## src/rtl/clock_controller.sv

```systemverilog
// clock_controller: 24-hour clock with a settable alarm, driving an 8-digit BCD display mux.
//
// Ports:
//   CLK100MHZ  in   system clock, all state changes on the rising edge
//   CPU_RESETN in   asynchronous active-low reset
//   btn_mode   in   single-cycle pulse, advances RUN->SET_HOUR->SET_MIN->SET_AHOUR->SET_AMIN->RUN
//   btn_up     in   single-cycle pulse, increments the field being edited
//   alarm_en   in   level, enables the alarm output
//   bcd        out  eight BCD digits, nibble 4'hF = blank digit
//   dots       out  decimal points, bit i = digit i
//   alarm_led  out  registered alarm indication
module clock_controller #(
  parameter int unsigned CLK_FREQ     = 100_000_000,
  parameter int unsigned BLINK_CYCLES = 25_000_000
) (
  input  logic        CLK100MHZ,
  input  logic        CPU_RESETN,
  input  logic        btn_mode,
  input  logic        btn_up,
  input  logic        alarm_en,
  output logic [31:0] bcd,
  output logic [7:0]  dots,
  output logic        alarm_led
);

  localparam int unsigned PW = (CLK_FREQ > 1) ? $clog2(CLK_FREQ) : 1;
  localparam int unsigned BW = (BLINK_CYCLES > 1) ? $clog2(BLINK_CYCLES) : 1;
  localparam logic [PW-1:0] PRESC_MAX = PW'(CLK_FREQ - 1);
  localparam logic [BW-1:0] BLINK_MAX = BW'(BLINK_CYCLES - 1);

  localparam logic [2:0] ST_RUN       = 3'd0;
  localparam logic [2:0] ST_SET_HOUR  = 3'd1;
  localparam logic [2:0] ST_SET_MIN   = 3'd2;
  localparam logic [2:0] ST_SET_AHOUR = 3'd3;
  localparam logic [2:0] ST_SET_AMIN  = 3'd4;

  logic [2:0]    r_state;
  logic [PW-1:0] r_presc;
  logic [7:0]    r_hour, r_min, r_sec, r_ahour, r_amin;
  logic [BW-1:0] r_blink_cnt;
  logic          r_blink_phase;
  logic          r_alarm_led;

  logic [2:0] w_state_next;
  logic       w_inc;
  logic       w_count_en;
  logic       w_tick;
  logic       w_sec_wrap;
  logic       w_min_wrap;
  logic       w_alarm_view;

  // BCD increment of a two-digit pair, wrapping to 00 after wrap_at.
  function automatic logic [7:0] bcd_inc(input logic [7:0] v, input logic [7:0] wrap_at);
    logic [7:0] r;
    if (v == wrap_at) begin
      r = 8'h00;
    end else if (v[3:0] == 4'd9) begin
      r = {v[7:4] + 4'd1, 4'h0};
    end else begin
      r = {v[7:4], v[3:0] + 4'd1};
    end
    return r;
  endfunction

  always_comb begin
    w_state_next = r_state;
    if (btn_mode) begin
      case (r_state)
        ST_RUN:       w_state_next = ST_SET_HOUR;
        ST_SET_HOUR:  w_state_next = ST_SET_MIN;
        ST_SET_MIN:   w_state_next = ST_SET_AHOUR;
        ST_SET_AHOUR: w_state_next = ST_SET_AMIN;
        default:      w_state_next = ST_RUN;
      endcase
    end
  end

  // A mode pulse wins over an increment in the same cycle.
  assign w_inc      = btn_up & ~btn_mode;
  // Prescaler and seconds are frozen while the time itself is being edited.
  assign w_count_en = (w_state_next != ST_SET_HOUR) && (w_state_next != ST_SET_MIN);
  assign w_tick     = w_count_en && (r_presc == PRESC_MAX);
  assign w_sec_wrap = (r_sec == 8'h59);
  assign w_min_wrap = (r_min == 8'h59);

  always_ff @(posedge CLK100MHZ or negedge CPU_RESETN) begin
    if (!CPU_RESETN) begin
      r_state       <= ST_RUN;
      r_presc       <= '0;
      r_hour        <= 8'h00;
      r_min         <= 8'h00;
      r_sec         <= 8'h00;
      r_ahour       <= 8'h07;
      r_amin        <= 8'h00;
      r_blink_cnt   <= '0;
      r_blink_phase <= 1'b0;
      r_alarm_led   <= 1'b0;
    end else begin
      r_state <= w_state_next;

      if (!w_count_en) begin
        r_presc <= '0;
        r_sec   <= 8'h00;
      end else if (w_tick) begin
        r_presc <= '0;
        r_sec   <= bcd_inc(r_sec, 8'h59);
      end else begin
        r_presc <= r_presc + PW'(1);
      end

      // Ticks never occur in SET_HOUR/SET_MIN, so carries and edits cannot collide.
      if (w_tick && w_sec_wrap) begin
        r_min <= bcd_inc(r_min, 8'h59);
      end else if (w_inc && (r_state == ST_SET_MIN)) begin
        r_min <= bcd_inc(r_min, 8'h59);
      end

      if (w_tick && w_sec_wrap && w_min_wrap) begin
        r_hour <= bcd_inc(r_hour, 8'h23);
      end else if (w_inc && (r_state == ST_SET_HOUR)) begin
        r_hour <= bcd_inc(r_hour, 8'h23);
      end

      if (w_inc && (r_state == ST_SET_AHOUR)) begin
        r_ahour <= bcd_inc(r_ahour, 8'h23);
      end
      if (w_inc && (r_state == ST_SET_AMIN)) begin
        r_amin <= bcd_inc(r_amin, 8'h59);
      end

      // Every mode pulse changes state, so it restarts the blink cycle visible-first.
      if (btn_mode) begin
        r_blink_cnt   <= '0;
        r_blink_phase <= 1'b0;
      end else if (r_blink_cnt == BLINK_MAX) begin
        r_blink_cnt   <= '0;
        r_blink_phase <= ~r_blink_phase;
      end else begin
        r_blink_cnt <= r_blink_cnt + BW'(1);
      end

      r_alarm_led <= alarm_en && (r_hour == r_ahour) && (r_min == r_amin);
    end
  end

  assign w_alarm_view = (r_state == ST_SET_AHOUR) || (r_state == ST_SET_AMIN);

  always_comb begin
    if (w_alarm_view) begin
      bcd = {8'hFF, r_ahour, r_amin, 8'hFF};
    end else begin
      bcd = {8'hFF, r_hour, r_min, r_sec};
    end
    if (r_blink_phase) begin
      if ((r_state == ST_SET_HOUR) || (r_state == ST_SET_AHOUR)) begin
        bcd[23:16] = 8'hFF;
      end
      if ((r_state == ST_SET_MIN) || (r_state == ST_SET_AMIN)) begin
        bcd[15:8] = 8'hFF;
      end
    end
    dots = w_alarm_view ? 8'b1001_0100 : 8'b0001_0100;
  end

  assign alarm_led = r_alarm_led;

endmodule

```

## config.mk

```make
export PLATFORM = sky130hd
export DESIGN_NAME = clock_controller
export DESIGN_NICKNAME = d
export VERILOG_FILES = /design/src/rtl/clock_controller.sv
export SDC_FILE = /design/constraint.sdc
export NUM_CORES = 1
export LEC_CHECK = 0
export ABC_AREA = 1
export CAP_MARGIN = 20
export CORE_AREA = 8 8 110 112
export CTS_CLUSTER_DIAMETER = 150
export DETAILED_ROUTE_END_ITERATION = 12
export DIE_AREA = 0 0 118 120
export GPL_TIMING_DRIVEN = 0
export PLACE_DENSITY_LB_ADDON = 0.25
export SLEW_MARGIN = 5
export SYNTH_ARGS = -nofsm -noshare
export SYNTH_HDL_FRONTEND = slang
export SYNTH_SLANG_ARGS = --single-unit
```

## constraint.sdc

```tcl
create_clock -name CLK100MHZ -period 5.2 [get_ports CLK100MHZ]
set_clock_uncertainty 0.15 [all_clocks]
set_input_delay 1.04 -clock CLK100MHZ [delete_from_list [all_inputs] [get_ports CLK100MHZ]]
set_output_delay 1.04 -clock CLK100MHZ [all_outputs]
set_load 0.03 [all_outputs]
```

# Yosys cells after proc, flatten, opt, wreduce, memory -nomap -nowiden
# Index checks and enable logic that the tools add are counted.
[totals] register_bits=97 inputBits=5
[op_classes] add_sub_neg=12 n_eq_ne=22 muxes=29 bitwise_logic=3 n_reduce_logical=22
[op_table] operator="$mux 8" count=19
[op_table] operator="$mux 27" count=2
[op_table] operator="$mux 25" count=2
[op_table] operator="$add 4x1->4 const B" count=10
[op_table] operator="$add 27x1->27 const B" count=1
[op_table] operator="$eq 27x27->1 const B" count=1
[op_table] operator="$add 25x1->25 const B" count=1
[op_table] operator="$eq 25x25->1 const B" count=1
[op_table] operator="$eq 8x7->1 const B" count=3
[op_table] operator="$mux 24" count=1
[op_table] operator="$eq 4x4->1 const B" count=5
[op_table] operator="$eq 8x6->1 const B" count=2
[op_table] operator="$eq 8x8->1" count=2
[op_table] operator="$mux 16" count=1
[op_table] operator="$pmux 3 s4" count=1
[op_table] operator="$logic_and 1x1->1" count=10
[op_table] operator="$reduce_bool 2->1" count=5
[op_table] operator="$eq 3x2->1 const B" count=2
[op_table] operator="$ne 3x1->1 const B" count=2
[op_table] operator="$reduce_and 2->1" count=3
[op_table] operator="$eq 3x1->1 const B" count=1
[op_table] operator="$eq 3x3->1 const B" count=1
[op_table] operator="$logic_not 3->1" count=1
[op_table] operator="$logic_or 1x1->1" count=3
[op_table] operator="6 further kinds" count=8

# Longest topological paths before layout
# Gate-level depths: netlist of run 1.
[logic_depth] ltp_word=9 mapped_depth=12

# Least setup slack after synthesis of run 1
# No wires, ideal clock.
[synth_path] path_type="reg2out" from="register r_state[2]" to="output port bcd[14]" arrival_time_ns=1.584 t_required_ns=4.010 slack_ns=2.426 stages_incl_launch_ff=8 path_buffers=2 path_cell_list="dfrtp_1 > inv_1 > nor3_1 > inv_1 > nand2_1 > clkbuf_1 > buf_2 > o211ai_1"
[synth_between] elab_chain_len=5 elab_cells_between_ends=8
[synth_rtl] item="from (decl)" line="37" source="logic [2:0] r_state;"
[synth_rtl] item="from (signal assigned)" line="99" source="r_state <= w_state_next;"
[synth_rtl] item="$eq 3x2->1 / $eq 3x3->1 (equally long branches)" line="146" source="assign w_alarm_view = (r_state == ST_SET_AHOUR) || (r_state == ST_SET_AMIN);"
[synth_rtl] item="$logic_or 1x1->1 (*)" line="146"
[synth_rtl] item="net w_alarm_view" line="50" source="logic w_alarm_view;"
[synth_rtl] item="$mux 24 (*)" line="149" source="if (w_alarm_view) begin"
[synth_rtl] item="$mux 8" line="158" source="if ((r_state == ST_SET_MIN) || (r_state == ST_SET_AMIN)) begin"
[synth_rtl] item="$mux 16 (*)" line="154" source="if (r_blink_phase) begin"
[synth_rtl] item="to (decl)" line="21" source="output logic [31:0] bcd,"
# Mark *: on every way through the listed nets, which the timed path passes. The rest lies on a longest branch.

# Worst setup path after layout of run 1
[layout_path] from="register r_state[1]" to="output port dots[7]"
[layout_between] elab_chain_len=3 elab_cells_between_ends=4
[layout_rtl] item="$eq 3x2->1 / $eq 3x3->1 (equally long branches)" line="146"
[layout_rtl] item="$logic_or 1x1->1 (*)" line="146"
[layout_rtl] item="net w_alarm_view" line="50"
[layout_rtl] item="$mux 8 (*)" line="162" source="dots = w_alarm_view ? 8'b1001_0100 : 8'b0001_0100;"
[layout_rtl] item="to (decl)" line="22" source="output logic [7:0] dots,"
# Marked as above.

==> results of run 1 <==
worst max-delay path, delay by kind of cell (launching register included):
kind	cells	cell delay, ns
and+or+nand+nor	2	0.36
buffers and inverters	5	1.54
DFF	1	0.44
power groups by stage:
stage / sequential [µW] / combinational, µW / clock (µW)
floorplan: 993 / 743 / 0
global placement: 1030 / 1070 / 0
detailed placement: 1040 / 1100 / 0
CTS: 1020 / 1110 / 528
global route: 1050 / 1220 / 555
finish: 1030 / 1110 / 515
kinds of logic after synthesis:
logic type / after synthesis / synth area share
flip-flops: 97 / 0.4010
AO/OA/AOI/OAI: 89 / 0.09103
AND/OR/NAND/NOR: 413 / 0.2991
buffers and inverters: 147 / 0.1059
XOR/XNOR: 39 / 0.05635
other: 2 / 0.001239
adder cells (fa/ha/maj): 22 / 0.04541
through the flow:
stage                     utilization  worst slack, ns  power [µW]  TNS, ns
final                          0.6479            1.301        2656        0
after global routing           0.6479            1.100        2822        0
after floorplan                     -            2.426        1736        0
after CTS                      0.6479            1.293        2664        0
after detailed placement       0.6282            1.717        2141        0
after global placement         0.6259          -0.6413        2107   -59.41
Yosys cell counts, drive strengths merged (2+ instances only):
master,number,area (µm²)
clkbuf,7,26.28
conb,2,7.510
nor2,119,456.7
a221oi,5,43.79
nand3,67,340.3
nand4,24,150.1
xnor2,13,113.9
o31ai,2,15.01
o211ai,16,120.1
a21oi,21,105.1
dfrtp,94,2352
nand2,158,600.6
o22ai,11,68.82
nor3,32,176.4
o21ai,26,141.4
a31oi,3,18.77
inv,115,434.2
buf,24,177.7
nor3b,5,37.54
ha,22,275.3
dfstp,3,78.83
nor4,6,37.54
xor2,26,227.7
registers in the layout, summed over array words and instances, names as in the netlist:
| signal | cells |
|---|---|
| r_amin | 8 |
| r_presc | 27 |
| r_blink_cnt | 25 |
| alarm_led | 1 |
| r_hour | 8 |
| r_ahour | 8 |
| r_sec | 8 |
| r_min | 8 |
| r_blink_phase | 1 |
| r_state | 3 |
area by class of cell:
| cell class | instances | area share |
|---|---|---|
| plain buffers | 31 | 0.02996 |
| multi-input cells | 578 | 0.4462 |
| inverters | 116 | 0.06433 |
| clock inverters | 4 | 0.007535 |
| clock buffers | 12 | 0.02279 |
| flip-flops and latches | 97 | 0.3571 |
| repair buffers | 30 | 0.04631 |
| well taps | 140 | 0.02573 |
worst paths after layout:
check                      slack [ns]               to           start  depth (start not counted)
setup / recovery                 1.30          dots[7]      r_state[1]                          7
hold / removal                   0.32   r_blink_cnt[0]  r_blink_cnt[0]                          1
setup reg to reg                 2.87  r_blink_cnt[14]  r_blink_cnt[0]                          9
hold reg to reg                  0.32   r_blink_cnt[0]  r_blink_cnt[0]                          1
max in group asynchronous        3.73         r_sec[6]      CPU_RESETN                          2
min in group asynchronous        0.51  r_blink_cnt[20]      CPU_RESETN                          1
metal layers:
layer  global-route usage  vias up  routed length (µm)
met5                    0        -                   0
met4              0.09047        0                 298
met3              0.04697       28                 953
met2               0.3583      201                6934
met1               0.2459     2628                6135
li1                     -     2712                   -
cell usage in the layout, fill, tap and decap left out, types with 5 or more instances in the layout:
cell and instances:
nor2_1 117, a21oi_1 21, o211ai_1 16, clkbuf_1 8
clkbuf_8 11, nor3_1 30, nand2_1 155, ha_1 22
conb_1 15, buf_4 19, o21ai_0 21, xor2_1 26
nand4_1 24, nand3_1 66, inv_1 112, dfrtp_1 94
xnor2_1 13, a221oi_1 5, clkdlybuf4s50_1 28, o22ai_1 11
nor3b_1 5, nor4_1 6
==> results.json, run 1 <==
{
  "area_growth_pct": 12.30,
  "rsz0062_at_grt": "no",
  "syn_area_mm2": 0.006062,
  "postLayoutCellArea_mm2": 0.006808,
  "drv_slew": 0,
  "cp_cell_sequence": "nor3_1 > inv_1 > nand2_1 > clkbuf_1 > buf_2 > buf_4 > clkdlybuf4s50_1",
  "synthFlopType": "dfrtp_1",
  "wl_per_cell_um": 14.21,
  "post_cts_buffers": 0,
  "grt_pass1_vias": 5521,
  "worstPathMaxFanout": 10,
  "cts_made_buffers": 9,
  "clk_latency_ns": 0.38,
  "dpl.cell_count": 992,
  "multi_input_area_mm2": 0.003038,
  "gpl.final_weighted_congestion": 0.9296,
  "clk_pin_slew_worst_paths_ns": 0.09,
  "placed_cell_area_mm2": 0.006601,
  "timing.final.crit_share": 0.7499,
  "synth_edf_count": 0,
  "layout_min_cycle_time_ns": 3.899,
  "yosysUniqueCellTypes": 43,
  "p_per_area_mw_per_mm2": 390.2,
  "dieArea_mm2": 0.01416,
  "pwr-share-comb": 0.418,
  "yosys_warnings": 0,
  "cts_sinks": 97,
  "path_class": "reg -> out",
  "nets": 890,
  "finalHoldViolCount": 0,
  "die_height_um": 120,
  "rows": 38,
  "critPathCaptureType": "output port",
  "holdBufCountCts": 0,
  "p_clk_frac": 0.194,
  "status": "complete, no violations",
  "die_w_um": 118,
  "crit_slowest_cell": "clkdlybuf4s50_1",
  "fin_cells": 1008,
  "p_leak_uw": 0.003158,
  "async_flop_share": 1.000,
  "ff_latch_area_mm2": 0.002431,
  "drive_above_1_share": 0.06567,
  "drt_iter0_markers": 334,
  "antenna_cells": 0,
  "fmax_mhz": 256.5,
  "cp.required_ns": 4.01,
  "netlist_instances": 809,
  "viasPerCell": 5.525,
  "gr-usage-all-layers": 0.2080,
  "ant_nets": 0,
  "hold_path.class": "reg -> reg",
  "critical_path_arrival_ns": 2.71,
  "irDropWorstVdd_mv": 0.3585,
  "start_kind": "register",
  "tightestPinTransition_ns": 0.5902,
  "cts_root_buf": "clkbuf_8",
  "core_mm2": 0.01051,
  "cts_tree": "yes",
  "p_switching_uw": 1121,
  "grt_pass1_wl_mm": 24.65,
  "seqPwrFrac": 0.389,
  "num_io_pins": 46,
  "hold-worst-slack_ns": 0.3201,
  "grt_overflow": 0,
  "maxSlewHeadroom": 0.6065,
  "maxCapViolCount": 0,
  "swShare": 0.4220,
  "setup_viol": 0,
  "drt-total-wl_mm": 14.32,
  "port_buffers": 29,
  "cts_resized": 0,
  "synth-seq-cells": 97,
  "drtPass1Iterations": 5,
  "grt_max_degree": 56,
  "via_count": 5569,
  "synth_area_per_cell_um2": 7.493,
  "dp_hpwl_mm": 10.78,
  "htree_num_levels": 3,
  "start_util": 0.5769,
  "antenna_found_initial": 0,
  "yosysSeqAreaShare": 0.4010,
  "drc": 0,
  "clockBufferDepth": 2,
  "slowest_delay_ns": 0.67,
  "nFillCells": 930,
  "p_int_uw": 1535
}
(Power assumes the default switching activity.)
==> inputs of run 2 (changes only) <==
Settings changed: CORE_AREA 8 8 110 112 to 8 8 115 117, DIE_AREA 0 0 118 120 to 0 0 123 125.
Clock period 5.2 ns to 3.2 ns, I/O delays scaled along.
==> run 2 against run 1 <==
Against the previous run:
- sequential cell count did not move
- largest cell class unchanged
- combinational power increased by 55%
- wire length rose by 2.8%
- core utilization shrank 5.3 points
==> results.json, run 2 (synthesis results as in run 1) <==
{
  "viasPerCell": 5.410,
  "met3_length_um": 770,
  "gr-usage-all-layers": 0.1995,
  "rsz0062_at_grt": "no",
  "worstPathMaxFanout": 10,
  "finalHoldViolCount": 0,
  "postLayoutCellArea_mm2": 0.006904,
  "cp.required_ns": 2.41,
  "maxSlewHeadroom": 0.5599,
  "hold_path.class": "in -> async",
  "cts_tree": "yes",
  "cts_root_buf": "clkbuf_16",
  "setup-tns-final_ns": 0,
  "p_leak_uw": 0.003385,
  "final_common_cell": "nand2_1",
  "drtPass1Iterations": 5,
  "wl_met1_mm": 6.557,
  "largest_reg_flops": 27,
  "drv_slew": 0,
  "fmax_mhz": 327.2,
  "reg_top3": "r_presc (27), r_blink_cnt (25)",
  "p_per_area_mw_per_mm2": 643.7,
  "dieArea_mm2": 0.01538,
  "cts_made_buffers": 9,
  "holdBufCountCts": 0,
  "die_w_um": 123,
  "area_growth_pct": 13.89,
  "via_count": 5491,
  "critPathCaptureType": "output port",
  "top_register": "r_presc",
  "start_util": 0.5221,
  "irDropWorstVdd_mv": 0.5595,
  "htree_num_levels": 3,
  "clk_latency_ns": 0.35,
  "layout_min_cycle_time_ns": 3.056,
  "maxCapViolCount": 0,
  "status": "complete, no violations",
  "grt_overflow": 0,
  "wl_per_cell_um": 14.50,
  "grt_pass1_wl_mm": 25.21,
  "nets": 890,
  "drive_above_1_share": 0.07373,
  "die_height_um": 125,
  "layout_common_cells": "nand2_1 (155), nor2_1 (117), inv_1 (112), dfrtp_1 (94), nand3_1 (66)",
  "ff_latch_area_mm2": 0.002431,
  "clockBufferDepth": 2,
  "timing.final.crit_share": 0.9551,
  "core_mm2": 0.01161,
  "critical_path_arrival_ns": 2.27,
  "slowest_delay_ns": 0.45,
  "p_total_uw": 4444,
  "placed_cell_area_mm2": 0.006610,
  "multi_input_area_mm2": 0.003043,
  "cts_resized": 15,
  "cp_cell_sequence": "nor3_2 > inv_1 > nand2_1 > clkbuf_2 > buf_2 > o211ai_1 > dlygate4sd2_1",
  "num_io_pins": 46,
  "cts_sinks": 97,
  "grt_max_degree": 51,
  "drc": 0,
  "met2WireLength_mm": 7.095,
  "routed.top_layer": "met4",
  "rows": 40,
  "start_kind": "register",
  "port_buffers": 29,
  "grt_pass1_vias": 5388,
  "drt_iter0_markers": 404,
  "dp_hpwl_mm": 10.92,
  "antenna_found_initial": 0,
  "tightestPinTransition_ns": 0.6601,
  "nFillCells": 1042,
  "post_cts_buffers": 0,
  "gpl.final_weighted_congestion": 0.9004,
  "setup_viol": 0,
  "clk_pin_slew_worst_paths_ns": 0.07,
  "drt-total-wl_mm": 14.72,
  "crit_slowest_cell": "dfrtp_1",
  "antenna_cells": 0,
  "ant_nets": 0,
  "path_class": "reg -> out"
}
==> run 2: changes by cell type in the layout (fill, tap and decap cells not counted), sizes merged <==
cell	previous run	this run
dlymetal6s2s	0	12
inv	115	116
clkdlybuf4s50	28	3
bufinv	1	0
dlygate4sd2	0	10
buf	26	27
clkinv	3	5
==> run 2: report_power, final <==
part / switching (µW) / leakage (µW) / internal [µW]
combinational: 1120 / 0.00197 / 603
clock: 487 / 0.000140 / 551
sequential: 266 / 0.00128 / 1420
total: 1870 / 0.00339 / 2570
==> run 2: stage by stage <==
step,utilization,hold slack (ns),instances,worst slack (ns)
global placement,0.5671,0.2936,998,-2.293
detailed placement,0.5693,0.3116,999,0.09987
CTS,0.5922,0.1898,1015,0.004132
floorplan,-,0.1944,822,0.8256
global route,0.5946,0.2224,1015,0.02042
finish,0.5946,0.1645,1015,0.1438
==> run 2: cell type report <==
cell class,count,share of cell area
flip-flops and latches,97,0.3521
repair buffers,30,0.04639
clock buffers,10,0.03461
clock inverters,6,0.006162
multi-input cells,578,0.4407
plain buffers,31,0.02990
well taps,147,0.02664
inverters,116,0.06343
==> run 2: worst max-delay path, delay by kind of cell (launching register included) <==
kind,cells,cell delay [ns]
and+or+nand+nor,2,0.33
AOI/OAI and AO/OA,1,0.15
DFF,1,0.45
buffers and inverters,4,0.99
==> run 2: metal layers <==
metal | global-route usage | vias to the layer above
li1 | - | 2723
met1 | 0.2565 | 2586
met2 | 0.3290 | 157
met3 | 0.03420 | 25
met4 | 0.07016 | 0
met5 | 0 | -
==> run 2: path summary, 6_finish.rpt <==
check,cells past startpoint,to,slack (ns),startpoint
setup / recovery,7,bcd[22],0.14,r_state[1]
hold / removal,1,r_blink_cnt[3],0.16,CPU_RESETN
setup reg to reg,9,r_blink_cnt[5],0.86,r_blink_cnt[0]
hold reg to reg,1,r_blink_cnt[0],0.33,r_blink_cnt[0]
max in group asynchronous,2,r_sec[0],2.07,CPU_RESETN
min in group CLK100MHZ,1,r_blink_cnt[0],0.33,r_blink_cnt[0]
